<file path="config.mk">
export PLATFORM = sky130hd
export DESIGN_NAME = mux_nx1_rr
export DESIGN_NICKNAME = d
export VERILOG_FILES = /design/src/rtl/mux_pkg.sv /design/src/rtl/mux_nx1_rr_rr_pick.sv /design/src/rtl/mux_nx1_rr.sv
export SDC_FILE = /design/constraint.sdc
export NUM_CORES = 1
export LEC_CHECK = 0
export ABC_AREA = 0
export BUFFER_PORTS_ARGS = -buffer_cell sky130_fd_sc_hd__buf_2
export CORE_MARGIN = 1.5
export CORE_UTILIZATION = 53
export DETAILED_ROUTE_END_ITERATION = 8
export GPL_TIMING_DRIVEN = 0
export PLACE_DENSITY = 0.87
export SLEW_MARGIN = 20
export SYNTH_ARGS = -nofsm -noshare
export SYNTH_HDL_FRONTEND = slang
export SYNTH_SLANG_ARGS = --single-unit
</file>
<file path="constraint.sdc">
create_clock -name clk -period 21.9 [get_ports clk]
set_input_delay 6.57 -clock clk [delete_from_list [all_inputs] [get_ports clk]]
set_output_delay 6.57 -clock clk [all_outputs]
set_load 0.01 [all_outputs]
</file>
<file path="src/rtl/mux_pkg.sv">
// Shared constants and helpers for the channel funnel and its arbiters.
package mux_pkg;

  localparam logic MODE_STATIC = 1'b0;
  localparam logic MODE_RR     = 1'b1;

  // Constant-foldable ceil(log2(v)) for tools lacking $clog2.
  function automatic int clog2(input int v);
    int r;
    int x;
    r = 0;
    x = v - 1;
    while (x > 0) begin
      r++;
      x = x >> 1;
    end
    return r;
  endfunction

endpackage

</file>
<file path="src/rtl/mux_nx1_rr_rr_pick.sv">
// Round-robin pick: first set request at or after ptr, wrapping modulo N.
module rr_pick #(
  parameter int N  = 8,
  parameter int SW = 3
) (
  input  logic [N-1:0]  req,
  input  logic [SW-1:0] ptr,
  output logic          gnt_vld,
  output logic [SW-1:0] gnt_idx
);

  logic [N-1:0]  rot;
  logic [SW-1:0] off;
  logic [SW:0]   sum;

  always_comb begin
    // rot[k] is the request k positions after ptr; modular index keeps non-power-of-two N exact
    for (int k = 0; k < N; k++) begin
      logic [SW:0] j;
      j = (SW+1)'(k) + {1'b0, ptr};
      if (j >= (SW+1)'(N)) j = j - (SW+1)'(N);
      rot[k] = req[j[SW-1:0]];
    end

    gnt_vld = |rot;

    off = '0;
    for (int k = N - 1; k >= 0; k--) begin
      if (rot[k]) off = SW'(k);
    end

    sum = {1'b0, off} + {1'b0, ptr};
    if (sum >= (SW+1)'(N)) sum = sum - (SW+1)'(N);
    gnt_idx = sum[SW-1:0];
  end

endmodule

</file>
<file path="src/rtl/mux_nx1_rr.sv">
// N-channel registered funnel with valid/ready handshakes, static or round-robin select.
module mux_nx1_rr
  import mux_pkg::*;
#(
  parameter  int N  = 8,
  parameter  int W  = 8,
  localparam int SW = (N > 1) ? clog2(N) : 1
) (
  input  logic           clk,
  input  logic           rst,
  input  logic [N*W-1:0] I,
  input  logic [N-1:0]   V,
  output logic [N-1:0]   RDY,
  input  logic [SW-1:0]  S,
  input  logic           MODE,
  output logic [W-1:0]   Y,
  output logic [SW-1:0]  Y_CH,
  output logic           Y_VALID,
  input  logic           Y_READY
);

  logic [SW-1:0] ptr;
  logic [SW-1:0] rr_idx;
  logic          rr_vld;
  logic          st_vld;
  logic [SW-1:0] g;
  logic          gnt_vld;
  logic          free;
  logic          acc;
  logic [W-1:0]  y_nxt;
  logic [SW:0]   ptr_inc;
  logic [SW-1:0] ptr_nxt;

  rr_pick #(.N(N), .SW(SW)) u_pick (
    .req     (V),
    .ptr     (ptr),
    .gnt_vld (rr_vld),
    .gnt_idx (rr_idx)
  );

  always_comb begin
    // Compare against every legal index so S >= N simply finds no match
    st_vld = 1'b0;
    for (int k = 0; k < N; k++) begin
      if (S == SW'(k)) st_vld = V[k];
    end

    g       = (MODE == MODE_RR) ? rr_idx : S;
    gnt_vld = (MODE == MODE_RR) ? rr_vld : st_vld;
    free    = ~Y_VALID | Y_READY;
    acc     = free & gnt_vld & ~rst;

    // AND-OR select: unselected channels contribute nothing, even if X
    RDY   = '0;
    y_nxt = '0;
    for (int k = 0; k < N; k++) begin
      if (g == SW'(k)) y_nxt = I[k*W +: W];
      RDY[k] = acc && (g == SW'(k));
    end

    ptr_inc = {1'b0, g} + (SW+1)'(1);
    ptr_nxt = (ptr_inc == (SW+1)'(N)) ? '0 : ptr_inc[SW-1:0];
  end

  always_ff @(posedge clk or posedge rst) begin
    if (rst) begin
      Y       <= '0;
      Y_CH    <= '0;
      Y_VALID <= 1'b0;
      ptr     <= '0;
    end else begin
      if (acc) begin
        Y       <= y_nxt;
        Y_CH    <= g;
        Y_VALID <= 1'b1;
        if (MODE == MODE_RR) ptr <= ptr_nxt;
      end else if (Y_READY) begin
        Y_VALID <= 1'b0;
      end
    end
  end

endmodule

</file>
Word-level counts from Yosys, hierarchy flattened. Index checks and enable logic that the tools add are counted. Widths: inputs -> output; s select.

Bits in registers: 15. Latch bits: 0. RAM bits: 0. ROM bits: 0. Bits of input ports: 79. Output and inout bits: 20. Logic and storage cells: 126. Memories kept: 0.

Add/sub/neg operators: 18. Multiply operators: 0. Div/mod/pow operators: 0. Order comparisons: 17. Eq/ne operators: 15. Shifts and indexed selects: 0. Multiplexer cells: 54. Bitwise gates (word level): 5. Reduce and logical (&&, ||, !) cells: 13.

Operator list (count): $mux 8 (8); $mux 3 (19); $ge 4x4->1 const B (8); $lt 3x4->1 const B (8); $sub 3x1->3 const B (9); $bmux 1 s3 (8); $eq 3x3->1 const B (8); $mux 1 (19); $add 3x3->4 const A (4); $eq 3x2->1 const B (4); $add 2x3->4 const A (2); $logic_and 1x1->1 (8); $reduce_or 8->1 (1); $eq 3x1->1 const B (2); $logic_not 3->1 (2); $add 1x3->4 const A (1); $add 3x1->4 const B (1); $add 3x3->4 (1); $eq 4x4->1 const B (1); $ge 3x4->1 const B (1); $and 1x1->1 (2); $not 1->1 (2); $reduce_and 2->1 (1); $reduce_bool 2->1 (1); $or 1x1->1 (1).

Depth between registers and ports, before layout. Gate-level depths: netlist (run 1).

Depth after elaboration: 26. Depth in mapped cells: 30. Gate-level depth less buffers: 24.

Hierarchy. A second synthesis (run 1) with hierarchy kept.

Cells, all modules: 251. Area total of the unflattened synthesis: 2233.4 µm².

By module, submodules not included: mux_nx1_rr (instances 1, cells each 172, area an instance 1455.1 µm², seq. area each 375.4 µm²); rr_pick (instances 1, cells each 79, area an instance 778.2 µm², seq. area each 0.0 µm²).

Least setup slack after synthesis (run 1). No wires, ideal clock.

Path kind: input-to-output. Start: in V[4]. End: out RDY[3]. Arrival: 10.287 ns. Required time: 15.330 ns. Setup slack: 5.043 ns. Cell stages on the path: 18. Path buffers: 5. Cells stage by stage: mux4_2 -> a21boi_0 -> a221o_1 -> a21oi_1 -> a211oi_1 -> ha_1 -> fa_1 -> xnor2_1 -> and4_4 -> buf_6 -> or3_1 -> buf_6 -> inv_8 -> buf_12 -> ha_1 -> clkbuf_1 -> clkbuf_1 -> and2_1.

Longest elaborated chain between the ends: 16. Elaborated cells between the ends (all ways): 39. Classes of those cells: add/sub (2); order compare (1); eq/ne (1); mux (31); bitwise (2); reduce/logical (2).

RTL lines: start: declaration (RTL line mux_nx1_rr.sv:12) `input logic [N-1:0] V,`; $bmux 1 s3 (RTL line mux_nx1_rr_rr_pick.sv:22) `rot[k] = req[j[SW-1:0]];`; $mux 1 (not written as such) (RTL line mux_nx1_rr_rr_pick.sv:22); $mux 3 (7 in series) (RTL line mux_nx1_rr_rr_pick.sv:29) `if (rot[k]) off = SW'(k);`; $mux 3 * (RTL line mux_nx1_rr_rr_pick.sv:29); $add 3x3->4 * (RTL line mux_nx1_rr_rr_pick.sv:32) `sum = {1'b0, off} + {1'b0, ptr};`; $ge 4x4->1 / $sub 3x1->3 (equally long branches) (RTL line mux_nx1_rr_rr_pick.sv:33) `if (sum >= (SW+1)'(N)) sum = sum - (SW+1)'(N);`; $mux 3 * (RTL line mux_nx1_rr_rr_pick.sv:33); $mux 3 * (RTL line mux_nx1_rr.sv:48) `g = (MODE == MODE_RR) ? rr_idx : S;`; via g[2] (RTL line mux_nx1_rr.sv:26) `logic [SW-1:0] g;`; $eq 3x2->1 * (RTL line mux_nx1_rr.sv:58) `RDY[k] = acc && (g == SW'(k));`; $logic_and 1x1->1 * (RTL line mux_nx1_rr.sv:58); end: declaration (RTL line mux_nx1_rr.sv:13) `output logic [N-1:0] RDY,`.

Mark *: on every way through the listed nets, which the timed path passes. The rest lies on a longest branch. The select of a mux whose other input is x is not followed.

Final worst setup path (run 1).
Start: in V[1]. End: out RDY[3].

The elaborated chain is that of the path after synthesis.

==> impl_metrics.toml, run 1 <==
[sta]
period_share_pct = 81.2
skew_ps = 0.582
hold_viol = 0
fmax_mhz = 56.2
post-route-min-period_ps = 17790
tns_ps = 0
relSlewSlack_pct = 63.6
rsz0062_at_grt = "no"
slew_viol_final = 0
final.setup.worst_slack_ps = 4110
finalSetupViolCount = 0
worst_pin_slew_ps = 545

[logic_synthesis]
syn-num-nets = 365
synth_enable_flop_cells = 0
ys_seq_area_share_pct = 15.9
synthDistinctLibCells = 57
netlist_area_um2 = 2360
synth_ff_type = "dfrtp_1"
synth-seq-cells = 15
avgSynthCellArea_um2 = 8.54
yosys_warnings = 0
syn_inst = 276
async_flop_share_pct = 100

[min_path]
min_to = "Y_CH[1]"
min_from = "Y_CH[1]"
min_path_type = "flip-flop to flip-flop"
hold_depth = 2

[pwr]
p_seq_share_pct = 8.9
power_density_nw_per_um2 = 190
intPower_uw = 261
switching_share_pct = 53.5
clkPwrFrac_pct = 4.0
ir_drop_mv = 0.0945
power.static_leakage_nw = 1.36
switchingPower_uw = 300
pwr-share-comb_pct = 87.1

[setup_path]
r2r_end = "Y[5]"
r2r_slack_ps = 16020
rr_startpoint = "ptr[1]"
r2r_cells = 23
crit_required_ps = 15330
cp-end-kind = "output pin"
cp_data_arrival_time_ps = 11220
crit_fanout = 10
start_kind = "input pin"
critPathKind = "input pin to output pin"

[final_layout]
final_common_cell = "buf_2"
drive_above_1_share_pct = 36.4
area.sequential_um2 = 375
area_growth_pct = 25.1
nFillCells = 339
layout_common_cells = "buf_2, nand2_1, a21oi_1"
antenna_cells = 0
multi_input_area_um2 = 1780
final_nets = 466

[grt]
track_usage_pct = 29.2
antenna_found_initial = 0
overflow = 0
first_global_vias = 2522
grt_max_degree = 16
grt_pass1_wl_mm = 11.6

[clocking]
cts_tree = "done"
clk-insertion-delay-late_ps = 250
clk_pin_slew_ps = 60
cts_root_buf = "clkbuf_8"
clock-sinks = 15
ctsResizeCount = 0
cts_buffer_depth = 2
htree_num_levels = 1
ctsHoldBuffers = 0
postCtsSetupBuffers = 0
cts_buffers = 3

[die]
die_y_um = 69.7
core-area_um2 = 4320
chipWidth_um = 69.7
std_cell_rows = 24
dieArea_um2 = 4850
pin_count = 99
initial_core_util_pct = 54.5

[run]
maxCapViolCount = 0

[placement]
pre_cts_slack_ps = 4190
place_congestion = 0.960
hpwl_mm = 5.75
io_buffers = 96

[detailed_routing]
routedWlPerCell_um = 17.0
drt_first_pass_iters = 5
vias = 2679
drc_errors = 0
drt_iter0_markers = 179
vias_per_cell = 6.26
ant_nets = 0
drt_wl_total_mm = 7.26

[status]
outcome = "finished clean"
[flip-flops by register name, summed over array words and instances, names as in the netlist]
| name | cells |
|---|---|
| Y | 8 |
| Y_CH | 3 |
| ptr | 3 |
| Y_VALID | 1 |
[layer usage]
layer  share of wire (%)  track usage [%]  up-vias
met5                   0                0        -
met4                 2.4             11.3        0
met3                 8.8             2.33       21
met2                  48             48.1      171
met1                  41             40.1     1237
li1                    -                -     1250
[worst max path at each step]
| stage | slack [ps] | end | startpoint |
|---|---|---|---|
| after floorplan | 5040 | RDY[3] | V[4] |
| after global placement | 4370 | RDY[3] | V[0] |
| after detailed placement | 4190 | RDY[3] | V[1] |
| after CTS | 4190 | RDY[3] | V[1] |
| after global routing | 3840 | RDY[3] | V[2] |
| final | 4110 | RDY[3] | V[1] |
[synth_stat cells, drive strengths merged (3+ instances only)]
| cell type | number | area, um^2 |
|---|---|---|
| buf | 8 | 82.6 |
| xor2 | 3 | 26.3 |
| a211oi | 3 | 27.5 |
| nor2b | 5 | 31.3 |
| o31ai | 3 | 37.5 |
| a32oi | 3 | 26.3 |
| mux2 | 8 | 93.8 |
| xnor2 | 3 | 26.3 |
| or4 | 4 | 30.0 |
| dfrtp | 15 | 375 |
| inv | 10 | 45.0 |
| nand2 | 38 | 143 |
| mux4 | 12 | 282 |
| a221o | 9 | 90.1 |
| o311a | 3 | 30.0 |
| a31oi | 6 | 37.5 |
| ha | 9 | 113 |
| mux2i | 15 | 154 |
| o21ai | 18 | 90.1 |
| a221oi | 3 | 26.3 |
| o41ai | 3 | 41.3 |
| nand2b | 8 | 50.1 |
| a21o | 3 | 22.5 |
| a21oi | 19 | 95.1 |
| and3 | 7 | 43.8 |
| nor3 | 6 | 45.0 |
| and2 | 4 | 25.0 |
| nor2 | 13 | 48.8 |
| clkbuf | 16 | 65.1 |
[power by group through the flow]
stage | registers (mW) | logic [mW] | clock network, mW
final | 0.0497 | 0.488 | 0.0223
after global routing | 0.0508 | 0.529 | 0.0241
after CTS | 0.0491 | 0.477 | 0.0228
after detailed placement | 0.0494 | 0.474 | 0
after global placement | 0.0491 | 0.461 | 0
after floorplan | 0.0538 | 0.355 | 0
[cell families (layout without fill, tap and decap cells)]
group | after synthesis | after routing | synth area share (%)
flip-flops | 15 | 15 | 15.9
AO/OA/AOI/OAI | 81 | 81 | 25.2
AND/OR/NAND/NOR | 94 | 94 | 20.2
buffers and inverters | 35 | 135 | 8.34
XOR/XNOR | 6 | 6 | 2.23
adder cells (fa/ha/maj) | 10 | 10 | 5.63
multiplexers | 35 | 35 | 22.5
[layout make-up]
class                           count  share of cell area, %
Sequential cell                    15                   12.7
Timing Repair Buffer               96                   16.3
Multi-Input combinational cell    226                   60.6
Clock buffer                        4                   1.53
Inverter                           11                   1.66
Tap cell                           52                   2.21
Buffer                             24                   5.01
[critical path, cell delays in order]
cell	delay, ps
buf_2	130
mux4_1	530
mux2i_2	260
nand2_1	120
a21boi_0	220
a221o_1	140
a21oi_1	70
a211oi_1	310
ha_1	240
fa_1	200
xnor2_1	140
and4_4	240
buf_6	120
or3_1	360
buf_6	170
inv_8	80
buf_12	130
ha_1	170
clkbuf_1	350
clkbuf_1	360
and2_1	180
buf_2	120
[per-stage QoR]
step | utilization (%) | total power [mW] | instance area [um^2] | hold slack (ps) | instances
after detailed placement | 67.1 | 0.523 | 2900 | 520 | 424
after global routing | 68.1 | 0.604 | 2950 | 564 | 428
after global placement | 67.1 | 0.511 | 2900 | 507 | 424
after CTS | 68.1 | 0.549 | 2950 | 537 | 428
final | 68.1 | 0.560 | 2950 | 542 | 428
after floorplan | - | 0.408 | 2360 | 563 | 276
No activity file was read; power rests on OpenSTA's default activity.
==> run 2, diff against run 1 <==
ABC_AREA = 1   (was 0)
CORE_UTILIZATION = 48   (was 53)
PLACE_DENSITY = 0.81   (was 0.87)
clock period = 18 ns   (was 21.9 ns; I/O delays follow)
==> run 2 against run 1 <==
  * Sequential share of layout area increased by 0.59 points
  * Highest routed layer unchanged
  * Cell area fell by 4.4%
  * Combinational power is 6.8% lower
  * Hold slack lost 55 ps
==> impl_metrics.toml, run 2 <==
[status]
outcome = "finished clean"

[setup_path]
cp-end-kind = "output pin"
crit_fanout = 9
crit_required_ps = 12600
worstSetupStartpoint = "V[6]"
cp_data_arrival_time_ps = 8790
start_kind = "input pin"
critPathKind = "input pin to output pin"
rr_startpoint = "ptr[1]"

[final_layout]
largestRegisters = "Y (8), Y_CH (3), ptr (3)"
utilization_pct = 64.2
area.sequential_um2 = 375
largest_reg_flops = 8
final_cells = 551
drive_above_1_share_pct = 26.3
final_nets = 589
antenna_cells = 0
multi_input_area_um2 = 1500
regMostFlops = "Y"
area_growth_pct = 27.1
nFillCells = 446
layout_common_cells = "nand2_1, buf_2, inv_1"
final_common_cell = "nand2_1"

[detailed_routing]
ant_nets = 0
drc_errors = 0
drt_wl_total_mm = 6.22
vias = 2666
vias_per_cell = 4.84
drt_first_pass_iters = 5
routedWlPerCell_um = 11.3
drt_iter0_markers = 88

[logic_synthesis]
netlist.area_leader.share_pct = 26.4
yosysTopAreaCell = "nand2_1"
ys_seq_area_share_pct = 16.9
synth_common_cells = "nand2_1, inv_1, nand3_1"
synth-seq-cells = 15
syn_inst = 397
async_flop_share_pct = 100
syn-num-nets = 486
netlist_area_um2 = 2220
synth_enable_flop_cells = 0
synthDistinctLibCells = 37
yosys_warnings = 0
synth_area_leaders = "nand2_1, dfrtp_1, nand3_1, inv_1, ha_1"
synth_most_common_cell = "nand2_1"
synth_ff_type = "dfrtp_1"
avgSynthCellArea_um2 = 5.58

[sta]
slew_viol_final = 0
holdWs_ps = 487
post-route-min-period_ps = 14190
hold_viol = 0
rsz0062_at_grt = "no"
worst_pin_slew_ps = 582
tns_ps = 0
skew_ps = 6.19
fmax_mhz = 70.5
period_share_pct = 78.9
finalSetupViolCount = 0
relSlewSlack_pct = 61.2

[pwr]
intPower_uw = 234
switching_share_pct = 56.7
power.static_leakage_nw = 1.76
switchingPower_uw = 307
power_density_nw_per_um2 = 192
p_seq_share_pct = 10.9
pwr-share-comb_pct = 84.0
clkPwrFrac_pct = 5.1
ir_drop_mv = 0.0984

[clocking]
clk_pin_slew_ps = 60
cts_buffers = 3
postCtsSetupBuffers = 0
cts_root_buf = "clkbuf_8"
clock-sinks = 15
ctsResizeCount = 0
clk-insertion-delay-late_ps = 250
cts_tree = "done"
ctsHoldBuffers = 0
cts_buffer_depth = 2
htree_num_levels = 1

[placement]
place_congestion = 0.876
io_buffers = 98
place_inst = 547
hpwl_mm = 5.28

[grt]
track_usage_pct = 24.7
antenna_found_initial = 0
overflow = 0
first_global_vias = 2403
grt_max_degree = 17
grt_pass1_wl_mm = 10.3

[die]
die_y_um = 70.9
initial_core_util_pct = 50.5
pin_count = 99
std_cell_rows = 24
chipWidth_um = 70.9
dieArea_um2 = 5030
core-area_um2 = 4380

[min_path]
min_from = "Y[5]"
min_path_type = "flip-flop to flip-flop"

[run]
maxCapViolCount = 0
run 2: critical path, cell delays in order:
cell	delay [ps]
buf_2	110
nand2_1	80
nand3_1	110
nand3_1	80
nand2_1	110
a31oi_1	80
o21ai_0	140
nand2_1	70
a21boi_0	200
ha_1	210
fa_1	420
or2_2	290
o21ai_0	210
inv_1	140
ha_1	270
ha_1	180
buf_1	190
inv_1	260
nor2_1	80
buf_2	140
run 2: cell type report:
type | instances | area share (%)
clock buffer | 4 | 1.60
buffer | 16 | 4.00
multi-input combinational | 307 | 53.2
tap | 52 | 2.31
inverter | 59 | 8.13
timing repair buffer | 98 | 17.4
sequential | 15 | 13.3
run 2: worst paths after layout:
kind	endpoint	slack, ps	cells after the start
worst min-delay path	Y[5]	490	2
worst max register to register	Y[4]	13240	30
worst max-delay path	RDY[3]	3810	20
worst min register to register	Y[5]	490	2
min in group asynchronous	Y[0]	5200	2
max in group asynchronous	Y[1]	12420	2
run 2: power by group through the flow:
stage / Combinational [mW] / Sequential, mW / Clock [mW]
finish: 0.455 / 0.0589 / 0.0276
floorplan: 0.345 / 0.0628 / 0
CTS: 0.456 / 0.0589 / 0.0276
global route: 0.522 / 0.0601 / 0.0291
global placement: 0.443 / 0.0582 / 0
detailed placement: 0.454 / 0.0586 / 0
run 2: per-layer routing:
metal / wire (um) / part of all wire (%) / track usage, % / vias to the layer above
li1: - / - / - / 1442
met1: 2970 / 48 / 34.0 / 1139
met2: 2840 / 46 / 42.5 / 78
met3: 352 / 5.7 / 2.71 / 7
met4: 53 / 0.85 / 4.40 / 0
met5: 0 / 0 / 0 / -
run 2: cell families (layout without fill, tap and decap cells):
logic type / after synthesis / count (layout) / share of synthesized area, %
adder cells (fa/ha/maj): 10 / 10 / 5.99
AND/OR/NAND/NOR: 248 / 248 / 47.6
AO/OA/AOI/OAI: 43 / 43 / 11.3
XOR/XNOR: 6 / 6 / 2.71
buffers and inverters: 75 / 177 / 15.4
flip-flops: 15 / 15 / 16.9
run 2: through the flow:
step	setup WS [ps]	cell area (um^2)	power [mW]
final	3810	2820	0.541
after floorplan	4490	2220	0.408
after global placement	3870	2770	0.501
after CTS	3780	2820	0.542
after detailed placement	3790	2770	0.512
after global routing	3430	2820	0.611
==> run 3, diff against run 2 <==
CORE_UTILIZATION = 44   (was 48)
PLACE_DENSITY = 0.78   (was 0.81)
clock period = 11.8 ns   (was 18 ns; I/O delays follow)
==> run 3 against run 2 <==
  * Register-to-register slack lost 6200 ps
  * Combinational power grew 52%
  * Clock power grew 49%
  * Routed wire length shrank 0.19%
  * Via count grew 1.3%
  * Non-clock buffer count is the same
  * Utilization shrank 5.0 points
  * Worst setup slack lost 2500 ps
==> impl_metrics.toml, run 3 (synthesis results as in run 2) <==
[detailed_routing]
drt_first_pass_iters = 4
drt_iter0_markers = 134
routedWlPerCell_um = 11.0
vias_per_cell = 4.77
vias = 2700
ant_nets = 0
drt_wl_total_mm = 6.21
drc_errors = 0

[final_layout]
final_nets = 589
final_common_cell = "nand2_1"
drive_above_1_share_pct = 26.3
layout_common_cells = "nand2_1, buf_2, inv_1"
regMostFlops = "Y"
antenna_cells = 0
largest_reg_flops = 8
area_growth_pct = 28.0
largestRegisters = "Y (8), Y_CH (3), ptr (3)"

[sta]
worst_pin_slew_ps = 605
period_share_pct = 89.0
fmax_mhz = 95.2
slew_viol_final = 0
skew_ps = 2.32
hold_viol = 0
post-route-min-period_ps = 10500
relSlewSlack_pct = 59.2
rsz0062_at_grt = "no"
tns_ps = 0
finalSetupViolCount = 0
holdWs_ps = 475

[clocking]
clk_pin_slew_ps = 60
ctsResizeCount = 0
clk-insertion-delay-late_ps = 240
clock-sinks = 15
cts_root_buf = "clkbuf_8"
ctsHoldBuffers = 0
cts_buffers = 3
postCtsSetupBuffers = 0
cts_buffer_depth = 2
htree_num_levels = 1
cts_tree = "done"

[pwr]
switchingPower_uw = 465
power_density_nw_per_um2 = 290
intPower_uw = 358
pwr-share-comb_pct = 84.2
ir_drop_mv = 0.145
power.static_leakage_nw = 1.76
switching_share_pct = 56.5
p_seq_share_pct = 10.8
clkPwrFrac_pct = 5.0

[grt]
antenna_found_initial = 0
overflow = 0
grt_pass1_wl_mm = 10.1
grt_max_degree = 17
first_global_vias = 2351
track_usage_pct = 22.9

[die]
core-area_um2 = 4790
chipWidth_um = 74.0
std_cell_rows = 25
initial_core_util_pct = 46.3
dieArea_um2 = 5470
pin_count = 99
die_y_um = 74.0

[setup_path]
crit_required_ps = 8260
worstSetupStartpoint = "V[6]"
critPathKind = "input pin to output pin"
cp-end-kind = "output pin"
rr_startpoint = "ptr[1]"
start_kind = "input pin"
cp_data_arrival_time_ps = 6960
r2r_cells = 30
crit_fanout = 9

[placement]
place_congestion = 0.860
io_buffers = 98
hpwl_mm = 5.15

[status]
outcome = "finished clean"

[min_path]
min_from = "Y[4]"
min_path_type = "flip-flop to flip-flop"
hold_depth = 2

[run]
maxCapViolCount = 0
run 3: area by class of cell:
class                           instances  area, um^2
Buffer                                 16         113
Clock buffer                            4        45.0
Fill cell                             468        1950
Inverter                               59         229
Multi-Input combinational cell        307        1500
Sequential cell                        15         375
Tap cell                               67        83.8
Timing Repair Buffer                   98         490
run 3: critical path: stages:
cell and delay (ps):
buf_2 110, nand2_1 90, nand3_1 110, nand3_1 80, nand2_1 110, a31oi_1 80
o21ai_0 140, nand2_1 70, a21boi_0 170, ha_1 190, fa_1 450, or2_2 300
o21ai_0 240, inv_1 150, ha_1 260, ha_1 180, buf_1 200, inv_1 260
nor2_1 80, buf_2 140
run 3: worst paths after layout:
check	slack, ps	end
min in group asynchronous	3350	Y[5]
max in group asynchronous	8070	Y[1]
worst min-delay path	480	Y[4]
worst min register to register	480	Y[4]
worst max-delay path	1300	RDY[3]
worst max register to register	7050	Y[6]
run 3: layer usage:
metal	GRT usage (%)	vias to the layer above	wire, um
met3	1.90	2	450
li1	-	1439	-
met5	0	-	0
met4	4.32	0	19
met2	36.7	105	2740
met1	33.9	1154	3000
run 3: metrics by stage:
step,setup WS (ps),instance area [um^2],utilization [%],power [mW],std cells
global placement,1380,2790,58.3,0.762,562
detailed placement,1340,2790,58.3,0.777,562
CTS,1320,2840,59.2,0.822,566
finish,1300,2840,59.2,0.823,566
floorplan,2010,2220,-,0.622,397
global route,965,2840,59.2,0.935,566
run 3: power by group through the flow:
stage                     clock network (mW)  logic [mW]  registers [mW]
after global routing                  0.0433       0.800          0.0914
after CTS                             0.0415       0.692          0.0886
after global placement                     0       0.673          0.0885
after detailed placement                   0       0.689          0.0880
final                                 0.0411       0.693          0.0886
after floorplan                            0       0.527          0.0957
